$ cat src/rtl/btn_conditioner.sv
// rtl/btn_conditioner.sv - push-button synchroniser, debouncer and press/release/long-press strobe generator
module btn_conditioner #(
    parameter int                 NUM_BTN         = 7,
    parameter int                 SYNC_STAGES     = 2,
    parameter int                 DEBOUNCE_CYCLES = 250000,
    parameter int                 LONG_CYCLES     = 25000000,
    parameter logic [NUM_BTN-1:0] ACTIVE_LOW_MASK = 7'b0000001
) (
    input  logic               i_clk,
    input  logic               i_rst,
    input  logic [NUM_BTN-1:0] i_btn,
    output logic [NUM_BTN-1:0] o_level,
    output logic [NUM_BTN-1:0] o_press,
    output logic [NUM_BTN-1:0] o_release,
    output logic [NUM_BTN-1:0] o_long
);

    localparam int DW = $clog2(DEBOUNCE_CYCLES);
    localparam int HW = $clog2(LONG_CYCLES + 1);

    localparam logic [DW-1:0] DEB_LAST = DW'(DEBOUNCE_CYCLES - 1);
    localparam logic [HW-1:0] HOLD_MAX = HW'(LONG_CYCLES);
    localparam logic [HW-1:0] HOLD_PRE = HW'(LONG_CYCLES - 1);

    logic [NUM_BTN-1:0] r_sync [SYNC_STAGES];
    logic [DW-1:0]      r_deb_cnt [NUM_BTN];
    logic [HW-1:0]      r_hold_cnt [NUM_BTN];

    logic [NUM_BTN-1:0] w_norm;
    logic [NUM_BTN-1:0] w_flip;

    // Polarity-normalised synchroniser output; a 1 always means "pressed".
    assign w_norm = r_sync[SYNC_STAGES-1] ^ ACTIVE_LOW_MASK;

    // A button's level flips once it has disagreed with o_level for the full debounce window.
    always_comb begin
        w_flip = '0;
        for (int i = 0; i < NUM_BTN; i++) begin
            w_flip[i] = (w_norm[i] != o_level[i]) && (r_deb_cnt[i] == DEB_LAST);
        end
    end

    // Multi-stage synchroniser; reset loads the idle pin levels so nothing looks pressed.
    always_ff @(posedge i_clk) begin
        if (i_rst) begin
            for (int s = 0; s < SYNC_STAGES; s++) begin
                r_sync[s] <= ACTIVE_LOW_MASK;
            end
        end else begin
            r_sync[0] <= i_btn;
            for (int s = 1; s < SYNC_STAGES; s++) begin
                r_sync[s] <= r_sync[s-1];
            end
        end
    end

    // Debounce counters plus the level register and its edge strobes, updated together.
    always_ff @(posedge i_clk) begin
        if (i_rst) begin
            for (int i = 0; i < NUM_BTN; i++) begin
                r_deb_cnt[i] <= '0;
            end
            o_level   <= '0;
            o_press   <= '0;
            o_release <= '0;
        end else begin
            for (int i = 0; i < NUM_BTN; i++) begin
                if (w_norm[i] == o_level[i]) begin
                    r_deb_cnt[i] <= '0;
                end else if (r_deb_cnt[i] == DEB_LAST) begin
                    r_deb_cnt[i] <= '0;
                end else begin
                    r_deb_cnt[i] <= r_deb_cnt[i] + DW'(1);
                end
            end
            o_level   <= o_level ^ w_flip;
            o_press   <= w_flip & ~o_level;
            o_release <= w_flip & o_level;
        end
    end

    // Hold counters saturate at LONG_CYCLES so the long-press strobe fires once per press.
    always_ff @(posedge i_clk) begin
        if (i_rst) begin
            for (int i = 0; i < NUM_BTN; i++) begin
                r_hold_cnt[i] <= '0;
            end
            o_long <= '0;
        end else begin
            for (int i = 0; i < NUM_BTN; i++) begin
                if (!o_level[i]) begin
                    r_hold_cnt[i] <= '0;
                end else if (r_hold_cnt[i] != HOLD_MAX) begin
                    r_hold_cnt[i] <= r_hold_cnt[i] + HW'(1);
                end
                o_long[i] <= o_level[i] && (r_hold_cnt[i] == HOLD_PRE);
            end
        end
    end

endmodule

$ cat config.mk
export PLATFORM = sky130hd
export DESIGN_NAME = btn_conditioner
export DESIGN_NICKNAME = d
export VERILOG_FILES = /design/src/rtl/btn_conditioner.sv
export SDC_FILE = /design/constraint.sdc
export NUM_CORES = 1
export LEC_CHECK = 0
export ABC_AREA = 1
export BUFFER_PORTS_ARGS = -buffer_cell sky130_fd_sc_hd__buf_2
export CAP_MARGIN = 10
export CORE_MARGIN = 8
export CORE_UTILIZATION = 56
export DETAILED_ROUTE_END_ITERATION = 12
export PLACE_DENSITY = 0.75
export SYNTH_ARGS = -nofsm -noshare
export SYNTH_HDL_FRONTEND = slang
export SYNTH_SLANG_ARGS = --single-unit
$ cat constraint.sdc
create_clock -name i_clk -period 4.93 [get_ports i_clk]
set_input_delay 0.7395 -clock i_clk [delete_from_list [all_inputs] [get_ports i_clk]]
set_output_delay 0.7395 -clock i_clk [all_outputs]
set_load 0.03 [all_outputs]
==> impl_metrics.tcl, run 1 <==
set metrics [dict create \
    dr.pass1.iters 6 \
    final_cell_mix "688 x nand2_1, 613 x nor2_1, 301 x edfxtp_1" \
    cts_hold_buf 0 \
    antenna_found_initial 0 \
    cts-root-buf "clkbuf_16" \
    clock_path_buffers 3 \
    slowest_delay_ns 0.83 \
    drt_iter0_drc 1211 \
    cp_common_cell "or2_1" \
    syn_area_mm2 0.0206 \
    finalCriticalPeriod_ns 2.23 \
    gr-usage-all-layers_pct 19.1 \
    fin_skew_ns 0.0178 \
    routed_wl_um 41600 \
    multiInputGateArea_mm2 0.00994 \
    clk_latency_ns 0.56 \
    gr-usage-met2_pct 32.6 \
    vias 16800 \
    async_reset_ff_share_pct 0 \
    worst_path_max_delay_cell "or2_1" \
    port_buffers 36 \
    combPwrFrac_pct 2.1 \
    ys_warn_count 0 \
    initial_core_util_pct 56.6 \
    coreArea_mm2 0.0363 \
    p_sw_share_pct 21.3 \
    htree_levels 2 \
    synthTopCellsByArea "edfxtp_1 44%, nand2_1 13%, nor2_1 11%" \
    cts_inserted_buffers 39 \
    internal-power_mw 4.87 \
    diodes 0 \
    ys_ff_latch 343 \
    yosys.area.top_type "edfxtp_1" \
    cts_setup_buffers 0 \
    power_mw 6.19 \
    drtAntennaViolNets 0 \
    ys.flop_type "edfxtp_1" \
    cp-end-kind "register" \
    rsz0062_at_grt "no" \
    relSlewSlack_pct 27.9 \
    fin_crit_sh_pct 45.2 \
    wl_per_cell_um 12.7 \
    setup_viol 0 \
    die-area_mm2 0.0431 \
    path_max_fanout 25 \
    drive_above_1_share_pct 7.62 \
    cts_tree "yes" \
    slew_viol_final 0 \
    cts_resized 0 \
    synth.top_cell.area_share_pct 44.0 \
    cp.arrival_ns 2.39 \
    n_fill_cell 3090 \
    regArea_mm2 0.00988 \
    dieHeight_um 208 \
    power_frac_clock_pct 45.7 \
    critPathKind "in2reg" \
    netlist_instances 2607 \
    grt_pass1_wl_um 71400 \
    synth-edff-count 301 \
    drcViolationCount 0 \
    layout-area-overhead-vs-synth_pct 11.2 \
    required_ns 5.09 \
    use_met3_pct 3.46 \
    ys_types 40 \
    top_usage_layer "met2" \
    final_common_cell "nand2_1" \
    status "finished clean" \
    grt_max_degree 26 \
    final_net_count 2821 \
    power.density_mw_per_mm2 271 \
    num_io_pins 37 \
    grt_overflow 0 \
    max_freq_mhz 449 \
    cp_cell_sequence "buf_2, nor2_1, inv_1, or2_1, or2_1" \
    path_clk_slew_ns 0.06 \
    hold_viol 0 \
    hold_class "in2reg" \
    p_leak_nw 8.01 \
    seqPwrFrac_pct 52.2 \
    fp-row-count 70 \
    via_per_inst 5.12 \
    die_w_um 208 \
    grt_pass1_vias 16200 \
    p_sw_mw 1.32 \
    tightest_slew_ns 1.08 \
    grtUsageMet1_pct 24.0 \
    ys_seq_area_share_pct 48.1 \
    drv_cap 0 \
    cts_sinks 343 \
    gp_congestion 0.900 \
    avgSynthCellArea_um2 7.88 \
    tns_ns 0 \
    ir_worst_vdd_mv 0.278 \
    dpl.hpwl_um 30300 \
    crit_path_start_kind "input pin" \
]
## worst max-delay path: cells and delay by family
kind | cells | cell delay (ns)
and+or+nand+nor | 3 | 1.09
buffers and inverters | 2 | 0.56
## worst paths after layout
path | startpoint | to | slack [ns] | cells after the start
setup / recovery | i_rst | r_hold_cnt[3][11]$_SDFFCE_PN0P_ | 2.70 | 5
hold / removal | i_btn[0] | r_sync[0][0]$_SDFF_PP1_ | 0.38 | 2
setup reg to reg | r_hold_cnt[6][0]$_SDFFCE_PP0P_ | r_hold_cnt[6][22]$_SDFFCE_PP0P_ | 2.70 | 7
hold reg to reg | r_sync[0][2]$_SDFF_PP0_ | r_sync[0][9]$_SDFF_PP0_ | 0.40 | 2
## cell families (layout without fill, tap and decap cells)
family,after synthesis,after routing,share of synthesized area [%]
buffers and inverters,287,375,5.86
DFF,343,343,48.1
AOI/OAI and AO/OA,162,162,4.42
other,1,126,0.0182
and+or+nand+nor,1668,1668,35.0
adders and majority gates,23,23,1.40
xor gates and xnor gates,123,123,5.24
## flip-flops by register name, indices dropped and copies added, names as in the netlist, named ones only
name	cells
o_release	7
o_level	1
r_deb_cnt	126
o_long	7
r_hold_cnt	175
o_press	7
r_sync	14
## synthesized netlist by cell type, types with 15 or more instances
master	count
nand2_1	688
nor2_1	613
inv_1	259
xor2_1	78
ha_1	23
nand2_2	15
nand3_1	134
nand4_1	50
nor2_2	42
edfxtp_1	301
o21bai_1	16
dfxtp_1	42
a21oi_1	116
xnor2_1	45
nand3b_1	42
o21ai_0	18
## routing by layer
layer	wire length (µm)	share of wire (%)	vias to the layer above
met2	19600	47	377
li1	-	-	8657
met4	985	2.4	0
met5	0	0	-
met3	2220	5.3	73
met1	18800	45	7740
## power by group through the flow
stage               Combinational (mW)  Clock, mW  Sequential [mW]
global route                     0.151       3.00             3.24
global placement                 0.122          0             3.29
floorplan                        0.105          0             3.28
CTS                              0.126       2.90             3.23
detailed placement               0.124          0             3.29
finish                           0.129       2.83             3.23
## area by class of cell
class,count,area share (%)
clock buffer,46,4.47
clock inverter,26,0.953
inverter,262,4.30
multi-input combinational,2102,43.5
sequential,343,43.2
tap,468,2.56
timing repair buffer,41,0.985
## stage by stage
step | hold WS [ns] | cells | utilization, % | setup WS (ns) | instance area (µm²)
finish | 0.376 | 3288 | 62.9 | 2.70 | 22900
global route | 0.368 | 3288 | 62.9 | 2.42 | 22900
CTS | 0.350 | 3287 | 62.8 | 2.30 | 22800
detailed placement | 0.394 | 3215 | 59.4 | 2.10 | 21600
global placement | 0.392 | 3215 | 59.4 | 2.18 | 21600
floorplan | 0.388 | 2732 | - | 2.53 | 21000
No activity file was read; power rests on OpenSTA's default activity.
==> inputs of run 2 (changes only) <==
Settings changed: PLACE_DENSITY 0.75 to 0.78.
Clock period 4.93 ns to 2 ns, I/O delays scaled along.
==> impl_metrics.tcl, run 2 (synthesized netlist as in run 1, its figures left out) <==
set metrics [dict create \
    r2r_slack_ns 0.18 \
    ir_worst_vdd_mv 0.545 \
    p_sw_share_pct 20.9 \
    power_mw 15.7 \
    grt_pass1_vias 16500 \
    initial_core_util_pct 56.6 \
    rsz0062_at_grt "no" \
    die-area_mm2 0.0431 \
    dr.pass1.iters 5 \
    status "finished clean" \
    diodes 0 \
    cts_inserted_buffers 40 \
    final_net_count 2857 \
    critPathKind "reg2reg" \
    crit_path_start_kind "register" \
    internal-power_mw 12.5 \
    power_frac_clock_pct 47.2 \
    dieHeight_um 208 \
    cts_setup_buffers 0 \
    drt_iter0_drc 1261 \
    port_buffers 36 \
    slew_viol_final 0 \
    fin_skew_ns 0.0276 \
    final_cell_mix "688 x nand2_1, 612 x nor2_1, 301 x edfxtp_1" \
    dpl.hpwl_um 31700 \
    hold_viol 0 \
    drive_above_1_share_pct 8.86 \
    num_io_pins 37 \
    max_freq_mhz 548 \
    slowest_delay_ns 0.42 \
    fin_util_pct 64.1 \
    layout-area-overhead-vs-synth_pct 13.3 \
    seqPwrFrac_pct 50.6 \
    cp_cell_sequence "nand2_1, nor2_2, nand4_2, or2_1, or2_1, buf_4" \
    path_max_fanout 25 \
    grt_overflow 0 \
    die_w_um 208 \
    coreArea_mm2 0.0363 \
    largest-register "r_hold_cnt" \
    p_sw_mw 3.29 \
    drcViolationCount 0 \
    cp_common_cell "or2_1" \
    power.density_mw_per_mm2 676 \
    vias 17200 \
    cts_sinks 343 \
    fin_crit_sh_pct 91.2 \
    finalCriticalPeriod_ns 1.82 \
    gr-usage-all-layers_pct 19.8 \
    gp_congestion 0.919 \
    htree_levels 2 \
    via_per_inst 5.16 \
    drv_cap 0 \
    worst_path_max_delay_cell "edfxtp_1" \
    p_leak_nw 8.23 \
    largest_reg_flops 175 \
    cp-end-kind "register" \
    combPwrFrac_pct 2.1 \
    wl_per_cell_um 13.0 \
    grt_pass1_wl_um 74100 \
    cts-root-buf "clkbuf_16" \
    required_ns 2.27 \
    n_fill_cell 3056 \
    hold_class "in2reg" \
    cp.arrival_ns 2.09 \
    antenna_found_initial 0 \
    clk_latency_ns 0.57 \
    clock_path_buffers 3 \
    cts_tree "yes" \
    fp-row-count 70 \
    final_common_cell "nand2_1" \
    grt_max_degree 26 \
    top_regs "r_hold_cnt (175), r_deb_cnt (126), r_sync (14)" \
    routed_wl_um 43100 \
    setup_viol 0 \
    drtAntennaViolNets 0 \
    path_clk_slew_ns 0.06 \
]
==> run 2: changes by cell type in the layout (fill, tap and decap cells not counted), sizes merged <==
cell and delta:
clkinvlp -1, clkinv -4, bufinv +2, dlygate4sd3 +7
buf +28, inv -1, clkbuf +5
==> run 2: worst paths after layout <==
path / from / to / cells past startpoint
worst max-delay path: r_hold_cnt[3][19]$_SDFFCE_PN0P_ / r_hold_cnt[3][6]$_SDFFCE_PN0P_ / 6
worst min-delay path: i_rst / r_sync[0][0]$_SDFF_PP1_ / 2
worst max register to register: r_hold_cnt[3][19]$_SDFFCE_PN0P_ / r_hold_cnt[3][6]$_SDFFCE_PN0P_ / 6
worst min register to register: r_sync[0][2]$_SDFF_PP0_ / r_sync[0][9]$_SDFF_PP0_ / 2
==> run 2: metrics by stage <==
stage	instance area, µm²	hold WS [ns]	instances	setup TNS (ns)	worst slack [ns]
global placement	21900	0.391	3244	0	0.114
global route	23300	0.164	3324	0	0.00702
floorplan	21100	0.388	2732	-7.12	-0.122
finish	23300	0.166	3324	0	0.175
detailed placement	21900	0.398	3244	0	0.107
CTS	23300	0.135	3324	0	0.0739
==> run 2: per-layer routing <==
layer | track usage, % | part of all wire (%)
met2 | 34.4 | 48
met4 | 6.46 | 2.1
met1 | 25.3 | 45
met5 | 0 | 0
met3 | 2.81 | 4.7
==> run 2: layout make-up <==
cell class,instances,area [µm²],share of cell area [%]
inverter,262,983,4.22
clock inverter,22,260,1.12
timing repair buffer,76,510,2.19
tap,468,586,2.51
multi-input combinational,2102,9980,42.9
clock buffer,51,1080,4.65
sequential,343,9880,42.4
==> run 2: critical path: cells and delay by family (launching register included) <==
family,cells,cell delay (ns)
buffers and inverters,1,0.25
DFF,1,0.42
and+or+nand+nor,5,0.88
==> run 2: what timing repair did <==
action                                  CTS  global route
endpoints found under the setup margin    0            50
resized for setup                         0             2
hold endpoints to repair                  7             0
hold buffers                              7             0
==> run 2: power by group through the flow <==
stage	Clock (mW)	Combinational (mW)	Sequential (mW)
floorplan	0	0.259	8.08
global placement	0	0.301	8.11
detailed placement	0	0.311	8.12
CTS	7.61	0.324	7.97
global route	7.86	0.385	7.99
finish	7.44	0.333	7.97
